==> config.mk <==
export PLATFORM = sky130hd
export DESIGN_NAME = p_arb_enc_n
export DESIGN_NICKNAME = d
export VERILOG_FILES = /design/src/rtl/p_arb_enc_n.sv
export SDC_FILE = /design/constraint.sdc
export NUM_CORES = 1
export LEC_CHECK = 0
export BUFFER_PORTS_ARGS = -buffer_cell sky130_fd_sc_hd__buf_2
export CAP_MARGIN = 0
export CELL_PAD_IN_SITES_DETAIL_PLACEMENT = 1
export CELL_PAD_IN_SITES_GLOBAL_PLACEMENT = 2
export CORE_AREA = 8 8 45 47
export DETAILED_ROUTE_END_ITERATION = 12
export DIE_AREA = 0 0 53 55
export PLACE_DENSITY_LB_ADDON = 0.1
export SETUP_SLACK_MARGIN = 0.15
export SYNTH_ARGS = -nofsm -noshare
export SYNTH_HDL_FRONTEND = slang
export SYNTH_SLANG_ARGS = --single-unit
==> constraint.sdc <==
create_clock -name clk -period 1.71 [get_ports clk]
set_clock_uncertainty 0.2 [all_clocks]
set_input_delay 0.342 -clock clk [delete_from_list [all_inputs] [get_ports clk]]
set_output_delay 0.342 -clock clk [all_outputs]
set_load 0.02 [all_outputs]
==> src/rtl/p_arb_enc_n.sv <==
// Registered N-input priority encoder / arbiter. The grant is held until ack.
// Fixed priority (highest index wins) or round-robin with a rotating search start.
module p_arb_enc_n #(
  parameter  int N  = 4,
  parameter  int RR = 0,
  localparam int W  = $clog2(N)
) (
  input  logic         clk,
  input  logic         rst,
  input  logic         en,
  input  logic [N-1:0] req,
  input  logic         ack,
  output logic [W-1:0] q,
  output logic         v,
  output logic [N-1:0] gnt,
  output logic         busy
);

  typedef enum logic {IDLE, GRANT} state_t;

  state_t       state, state_nxt;
  logic [W-1:0] ptr, start, win;
  logic [W:0]   sum;
  logic         found, cap;

  // Descending search from start, wrapping N-1 after 0; fixed priority starts at N-1.
  // sum stays below 2N, which always fits in W+1 bits.
  always_comb begin
    start = (RR != 0) ? ptr : W'(N-1);
    win   = '0;
    found = 1'b0;
    sum   = '0;
    for (int k = 0; k < N; k++) begin
      sum = {1'b0, start} + (W+1)'(N) - (W+1)'(k);
      if (sum >= (W+1)'(N)) sum = sum - (W+1)'(N);
      if (!found && req[sum[W-1:0]]) begin
        found = 1'b1;
        win   = sum[W-1:0];
      end
    end
  end

  assign cap = en && (|req) && (state == IDLE || ack);

  always_comb begin
    state_nxt = state;
    case (state)
      IDLE:    if (cap) state_nxt = GRANT;
      GRANT:   if (ack && !cap) state_nxt = IDLE;
      default: state_nxt = IDLE;
    endcase
  end

  always_ff @(posedge clk or posedge rst) begin
    if (rst) state <= IDLE;
    else     state <= state_nxt;
  end

  // q keeps its last value when the grant is released.
  always_ff @(posedge clk or posedge rst) begin
    if (rst) begin
      q   <= '0;
      ptr <= W'(N-1);
    end else if (cap) begin
      q   <= win;
      ptr <= (win == '0) ? W'(N-1) : win - W'(1);
    end
  end

  assign v    = (state == GRANT);
  assign busy = v;

  always_comb begin
    gnt = '0;
    if (v) gnt[q] = 1'b1;
  end

endmodule

After elaboration in Yosys (flattened, before gate mapping)
Index checks and enable logic that the tools add are counted.
{ "op_classes": {"magnitude_cmp": 2, "muxes": 13, "bitwise_logic": 1, "n_reduce_logical": 13} }
{ "ops": {"columns": ["operator", "n"], "rows": [
  ["2-bit two-way mux", 4],
  ["1-bit logical AND", 7],
  ["1-bit two-way mux", 6],
  ["1-bit zero test", 4],
  ["4-bit two-way mux", 1],
  ["4-bit OR reduction", 1],
  ["2-bit by 3-bit < comparator with 1-bit output, second input constant", 1],
  ["1-bit demux with 2-bit select", 1],
  ["2-bit by 1-bit greater-or-equal comparator with 1-bit output, second input constant", 1],
  ["1-bit case mux with 2 select lines", 1],
  ["1-bit logical OR", 1],
  ["1-bit NOT", 1]
]} }
{ "totals": {"regBits": 3, "inputBits": 8, "out_inout_bits": 8, "word_cells": 31} }

Depth between registers and ports, before layout
Gate-level depths: netlist of the first run.
{ "depth": {"ltp_word": 10, "depth_mapped": 3, "depth_no_buf": 3} }

Least setup slack after synthesis of the first run
OpenSTA, ideal clock, no wires.
{ "synth_path": {"path_kind": "reg2out", "startpoint": "register q[0]", "endpoint": "output gnt[1]", "t_arrival_ps": 1063, "required_time_ps": 1168, "slack_ps": 105, "path_stages_with_launch": 3, "cell_sequence": "dfrtp_1 inv_1 nor3_1"} }
{ "synth_between": {"elab_chain_cells": 5, "word_cells_on_any_way": 6, "classes_between": "order compare (2); mux (3); reduce/logical (1)"} }
{ "synth_rtl": {"columns": ["item", "line", "text"], "rows": [
  ["start: declaration", "13", "output logic [W-1:0] q,"],
  ["start signal: assignment", "65", "q <= win;"],
  ["2-bit by 3-bit < comparator with 1-bit output (not written as such) / 2-bit by 1-bit greater-or-equal comparator with 1-bit output (equally long branches)", "75", "if (v) gnt[q] = 1'b1;"],
  ["1-bit logical AND (not written as such)", "75", null],
  ["1-bit two-way mux (not written as such)", "75", null],
  ["1-bit demux with 2-bit select *", "75", null],
  ["4-bit two-way mux *", "75", null],
  ["end: declaration", "15", "output logic [N-1:0] gnt,"]
]} }
Every way passes the cells marked *; elsewhere a longest branch is shown, timed or not.

Worst setup path after layout of the first run
{ "layout_path": {"startpoint": "register q[1]", "endpoint": "output gnt[0]"} }
The elaborated chain is that of the path after synthesis.

==> impl_metrics.json, run 1 <==
{
  "maxSlewHeadroom_pct": 76.5,
  "path_class": "flip-flop to output port",
  "cts_sinks": 3,
  "ir_worst_vdd_mv": 0.263,
  "power.internal_mw": 0.222,
  "p_sw_share_pct": 34.0,
  "reg2reg_depth": 3,
  "power_mw": 0.336,
  "layout_common_cells": "12 x buf_2, 7 x buf_4, 4 x inv_1, 3 x nor2_1, 3 x clkbuf_4",
  "grt_usage_pct": 5.75,
  "yosysUniqueCellTypes": 11,
  "yosys_warnings": 0,
  "first_global_vias": 258,
  "slew_viol_final": 0,
  "grt_overflow": 0,
  "pin_count": 16,
  "worst_pin_slew_ns": 0.348,
  "path_cells": "nor3_2, buf_4",
  "synth.top_cell.area_share_pct": 40.5,
  "cts_root_buffer": "clkbuf_4",
  "dieWidth_um": 53,
  "initial_core_util_pct": 13.4,
  "fill_cells": 178,
  "hold_violations": 0,
  "worst_hold_path.num_cells": 2,
  "dr.first_iter.drc_count": 2,
  "via_per_inst": 3.98,
  "met1_length_um": 285,
  "endpoint_kind": "output port",
  "required_ns": 1.17,
  "htree_levels": 1,
  "clk_latency_ns": 0.23,
  "rsz0062_at_grt": "yes",
  "avgSynthCellArea_sq_um": 8.42,
  "synth_fp_nets": 30,
  "finalNetCount": 54,
  "chipHeight_um": 55,
  "clockBufferDepth": 2,
  "hpwl_um": 532,
  "cp_max_fo": 4,
  "wl_met2_um": 294,
  "avgRoutedWirePerCell_um": 11.1,
  "p_seq_share_pct": 27.8,
  "preCtsSetupSlack_ns": 0.274,
  "dr.pass1.iters": 2,
  "yosysTopAreaCell": "dfrtp_1",
  "grt_max_degree": 5,
  "die_area_sq_mm": 0.00292,
  "post-route-drc-count": 0,
  "hold_class": "primary input to flip-flop",
  "status": "finished, final reports clean",
  "vias": 243,
  "drive_gt1_share_pct": 64.4,
  "antenna_found_initial": 0,
  "finalCriticalPeriod_ns": 1.54,
  "fin_util_pct": 25.9,
  "cp-start-kind": "flip-flop",
  "syn_area_sq_um": 185,
  "comb_power_share_pct": 35.4,
  "tritoncts": "done",
  "clockPowerShare_pct": 36.8,
  "synthTopCellsByArea": "dfrtp_1 41%, inv_1 12%, mux2i_1 11%",
  "antenna_cells": 0,
  "highest_layer": "met4",
  "max_stage_delay_ns": 0.43,
  "route.met3.wl_um": 58,
  "timing.final.crit_share_pct": 89.9,
  "wirelength_um": 675,
  "p_switching_mw": 0.114,
  "fin_ws_ns": 0.173,
  "timing.fmax_mhz": 650,
  "powerDensity_mw_per_mm2": 938,
  "clkTransAtPathRegs_ns": 0.04,
  "setup_viol": 0,
  "synth_seq_cells": 3,
  "cts_made_buffers": 3,
  "p_leak_nw": 0.196,
  "grt_pass1_wl_um": 1060,
  "cpMaxStageDelayCell": "dfrtp_2",
  "drtAntennaViolNets": 0,
  "gp_congestion": 0.709,
  "port_buffers": 15,
  "synth-seq-area-share_pct": 40.5,
  "layout_commonest_cell": "buf_2",
  "tns_ns": 0,
  "maxCapViolations": 0,
  "area_delta_synth_final_pct": 93.2,
  "rows": 14,
  "syn-instance-count": 22,
  "crit_arrival_ns": 1.00,
  "core_sq_mm": 0.00138
}
[per-layer routing]
metal  vias to the layer above  global-route usage (%)
met5                         -                       0
met4                         0                    9.05
met3                         4                    2.94
met2                        13                    7.03
met1                       109                    5.65
li1                        117                       -
[sequential cells by signal, summed over array words and instances, names as in the netlist]
name and cells:
busy 1, q 2
[area by class of cell]
cell class                      count  area [sq um]  share of cell area, %
Clock buffer                        4          26.3                   7.34
Sequential cell                     3          76.3                   21.3
Tap cell                           16          20.0                   5.59
Multi-Input combinational cell     12          90.1                   25.2
Timing Repair Buffer               20           123                   34.3
Inverter                            6          22.5                   6.29
[synth_stat cells]
cell type,count
inv_1,6
dfrtp_1,3
nor2_1,3
mux2i_1,2
nor3_1,2
a21oi_1,1
a21oi_2,1
buf_4,1
nand2_1,1
o21ai_0,1
o41ai_2,1
[metrics by stage]
step / hold WS, ns / cell area (sq um) / cells
2_1_floorplan: -0.104 / 185 / 22
3_3_place_gp: 0.00763 / 273 / 52
3_5_place_dp: 0.0114 / 273 / 52
4_1_cts: 0.0961 / 354 / 61
5_1_grt: 0.118 / 358 / 61
6_report: 0.103 / 358 / 61
[logic make-up (layout without fill, tap and decap cells)]
kind of cell           Yosys count  in the layout  synth area share [%]
AOI/OAI and AO/OA                4              4                  18.9
buffers and inverters            7             30                  16.2
DFF                              3              3                  40.5
muxes                            2              2                  10.8
and+or+nand+nor                  6              6                  13.5
[power groups by stage]
stage               Combinational (mW)  Sequential (mW)  Clock, mW
floorplan                       0.0462            0.102          0
global placement                0.0941           0.0936          0
detailed placement              0.0936           0.0937          0
CTS                              0.119           0.0930      0.130
global route                     0.131           0.0957      0.135
finish                           0.119           0.0934      0.123
[worst max-delay path: cells and delay by family, from the launching register on]
family	cells	cell delay, ns
flip-flops	1	0.43
buffers and inverters	1	0.16
AND/OR/NAND/NOR	1	0.18
[timing repair]
item,CTS,global route
buffers inserted,4,0
hold buffers,1,0
gates resized for setup,6,2
hold endpoints to repair,3,0
pin swaps,1,0
setup endpoints to repair,4,4
[final timing paths]
| path | startpoint | endpoint | slack [ns] |
|---|---|---|---|
| worst max register to register | busy$_DFF_PP0_ | q[0]$_DFFE_PP0P_ | 0.48 |
| worst min register to register | q[0]$_DFFE_PP0P_ | q[0]$_DFFE_PP0P_ | 0.52 |
| max in group asynchronous | rst | q[1]$_DFFE_PP0P_ | 0.86 |
| min in group asynchronous | rst | q[0]$_DFFE_PP0P_ | 0.32 |
| worst min-delay path | ack | busy$_DFF_PP0_ | 0.10 |
| worst max-delay path | q[1]$_DFFE_PP0P_ | gnt[0] | 0.17 |
No activity file was read; power rests on OpenSTA's default activity.
==> run 2: changes to the inputs <==
--- a/config.mk
+++ b/config.mk
@@ -5,6 +5,7 @@
 export SDC_FILE = /design/constraint.sdc
 export NUM_CORES = 1
 export LEC_CHECK = 0
+export ABC_AREA = 1
 export BUFFER_PORTS_ARGS = -buffer_cell sky130_fd_sc_hd__buf_2
 export CAP_MARGIN = 0
 export CELL_PAD_IN_SITES_DETAIL_PLACEMENT = 1
==> impl_metrics.json, run 2 <==
{
  "power_mw": 0.352,
  "cts_sinks": 3,
  "hold_violations": 0,
  "r2r_end": "q[0]$_DFFE_PP0P_",
  "post-route-drc-count": 0,
  "syn_area_sq_um": 199,
  "initial_core_util_pct": 14.4,
  "fin_util_pct": 26.2,
  "critPathTopFamily": "flip-flops",
  "port_buffers": 15,
  "regToRegSetupSlack_ns": 0.52,
  "yosysUniqueCellTypes": 12,
  "maxSlewHeadroom_pct": 90.6,
  "via_per_inst": 4.22,
  "tns_ns": 0,
  "fin_ws_ns": 0.116,
  "largest_register_ffs": 2,
  "powerDensity_mw_per_mm2": 971,
  "multi_input_area_sq_um": 110,
  "path_cells": "inv_2, nor3_2, buf_4",
  "wirelength_um": 736,
  "critPathBufInv": 2,
  "grt_pass1_wl_um": 1290,
  "dominantRegCellSynth": "dfrtp_1",
  "cp-start-kind": "flip-flop",
  "synthTopCellsByArea": "dfrtp_1 38%, inv_1 13%, nor3_1 10%",
  "ys_async_sr_fraction_pct": 100,
  "grt_max_degree": 6,
  "synth_most_common_cell": "inv_1",
  "timing.fmax_mhz": 628,
  "first_global_vias": 310,
  "synth_edf_count": 0,
  "chipHeight_um": 55,
  "grt_usage_pct": 6.40,
  "hpwl_um": 589,
  "gp_congestion": 0.632,
  "syn-instance-count": 28,
  "drive_gt1_share_pct": 64.6,
  "dieWidth_um": 53,
  "fill_cells": 181,
  "rows": 14,
  "endpoint_kind": "output port",
  "core_sq_mm": 0.00138,
  "dpl_cell_area_sq_um": 287,
  "layout_commonest_cell": "buf_2",
  "avgSynthCellArea_sq_um": 7.11,
  "stdcell_area_sq_um": 363,
  "clockBufferDepth": 2,
  "drtAntennaViolNets": 0,
  "critPathLaunch": "q[0]$_DFFE_PP0P_",
  "avgRoutedWirePerCell_um": 11.5,
  "rr_startpoint": "busy$_DFF_PP0_",
  "slew_viol_final": 0,
  "cts_root_buffer": "clkbuf_4",
  "dr.first_iter.drc_count": 3,
  "setup.worst_path.end": "gnt[3]",
  "tritoncts": "done",
  "worst_pin_slew_ns": 0.140,
  "synth_fp_nets": 36,
  "synth-seq-area-share_pct": 37.7,
  "finalNetCount": 57,
  "synth.top_cell.area_share_pct": 37.7,
  "clk_latency_ns": 0.24,
  "cts_made_buffers": 3,
  "htree_levels": 1,
  "clkTransAtPathRegs_ns": 0.04,
  "cp_max_fo": 5,
  "preCtsSetupSlack_ns": 0.291,
  "antenna_found_initial": 0,
  "required_ns": 1.17,
  "rsz0062_at_grt": "yes",
  "max_stage_delay_ns": 0.41,
  "maxCapViolations": 0,
  "pin_count": 16,
  "yosys_warnings": 0,
  "die_area_sq_mm": 0.00292,
  "top_register": "q",
  "ir_worst_vdd_mv": 0.163,
  "dr.pass1.iters": 2,
  "timing.final.crit_share_pct": 93.2,
  "grt_overflow": 0,
  "area_delta_synth_final_pct": 82.4,
  "path_class": "flip-flop to output port",
  "finalCriticalPeriod_ns": 1.59,
  "vias": 270,
  "crit_arrival_ns": 1.05,
  "synth_commonest_cells": "7 x inv_1, 5 x nand2_1, 4 x nor3_1",
  "worst-path-stages": 3,
  "synth_seq_cells": 3,
  "cpMaxStageDelayCell": "dfrtp_2",
  "reg2reg_depth": 5,
  "p_leak_nw": 0.195,
  "seqCellArea_sq_um": 77.6,
  "yosysTopAreaCell": "dfrtp_1",
  "antenna_cells": 0,
  "layout_common_cells": "11 x buf_2, 5 x nand2_1, 5 x buf_4, 4 x inv_1, 4 x nor3_2",
  "setup_viol": 0,
  "hold_class": "primary input to flip-flop",
  "status": "finished, final reports clean"
}
run 2: routing by layer:
| layer | up-vias | wire [um] | global-route usage, % | share of wire [%] |
|---|---|---|---|---|
| li1 | 126 | - | - | - |
| met1 | 125 | 258 | 5.63 | 35 |
| met2 | 15 | 353 | 9.77 | 48 |
| met3 | 4 | 81 | 2.41 | 11 |
| met4 | 0 | 42 | 9.05 | 5.7 |
| met5 | - | 0 | 0 | 0 |
run 2: kinds of logic after synthesis:
logic type / after synthesis / share of synthesized area, %
buffers and inverters: 8 / 17.0
DFF: 3 / 37.7
and+or+nand+nor: 15 / 39.0
AOI/OAI and AO/OA: 2 / 6.29
run 2: how the worst min path moves through the flow:
stage | from | to | slack, ns | depth (start not counted)
6_report | ack | busy$_DFF_PP0_ | 0.10 | 2
5_1_grt | ack | busy$_DFF_PP0_ | 0.13 | 2
4_1_cts | ack | busy$_DFF_PP0_ | 0.1 | 2
3_5_place_dp | rst | busy$_DFF_PP0_ | 0.01 | 2
3_3_place_gp | rst | busy$_DFF_PP0_ | 0.02 | 2
2_1_floorplan | rst | busy$_DFF_PP0_ | -0.10 | 1
run 2: per-stage QoR:
stage               hold slack (ns)  cells
finish                        0.100     64
global route                  0.131     64
CTS                          0.0982     64
detailed placement           0.0146     58
global placement             0.0165     58
floorplan                    -0.104     28
run 2: timing repair:
action,in CTS,in global routing
hold endpoints to repair,3,0
hold buffers,1,0
setup buffers,1,0
pin swaps,2,2
resized for setup,12,1
setup endpoints to repair,4,4
run 2: power by group:
group	switching, mW	leakage, nW	internal [mW]	total (mW)
Sequential	0.0154	0.0331	0.0835	0.0989
Combinational	0.0772	0.146	0.0503	0.127
Clock	0.0383	0.0150	0.0876	0.126
run 2: layout make-up:
cell class	count	area share, %
timing repair buffer	17	28.3
multi-input combinational	17	30.3
clock buffer	4	7.24
sequential	3	21.4
tap	16	5.52
inverter	7	7.24
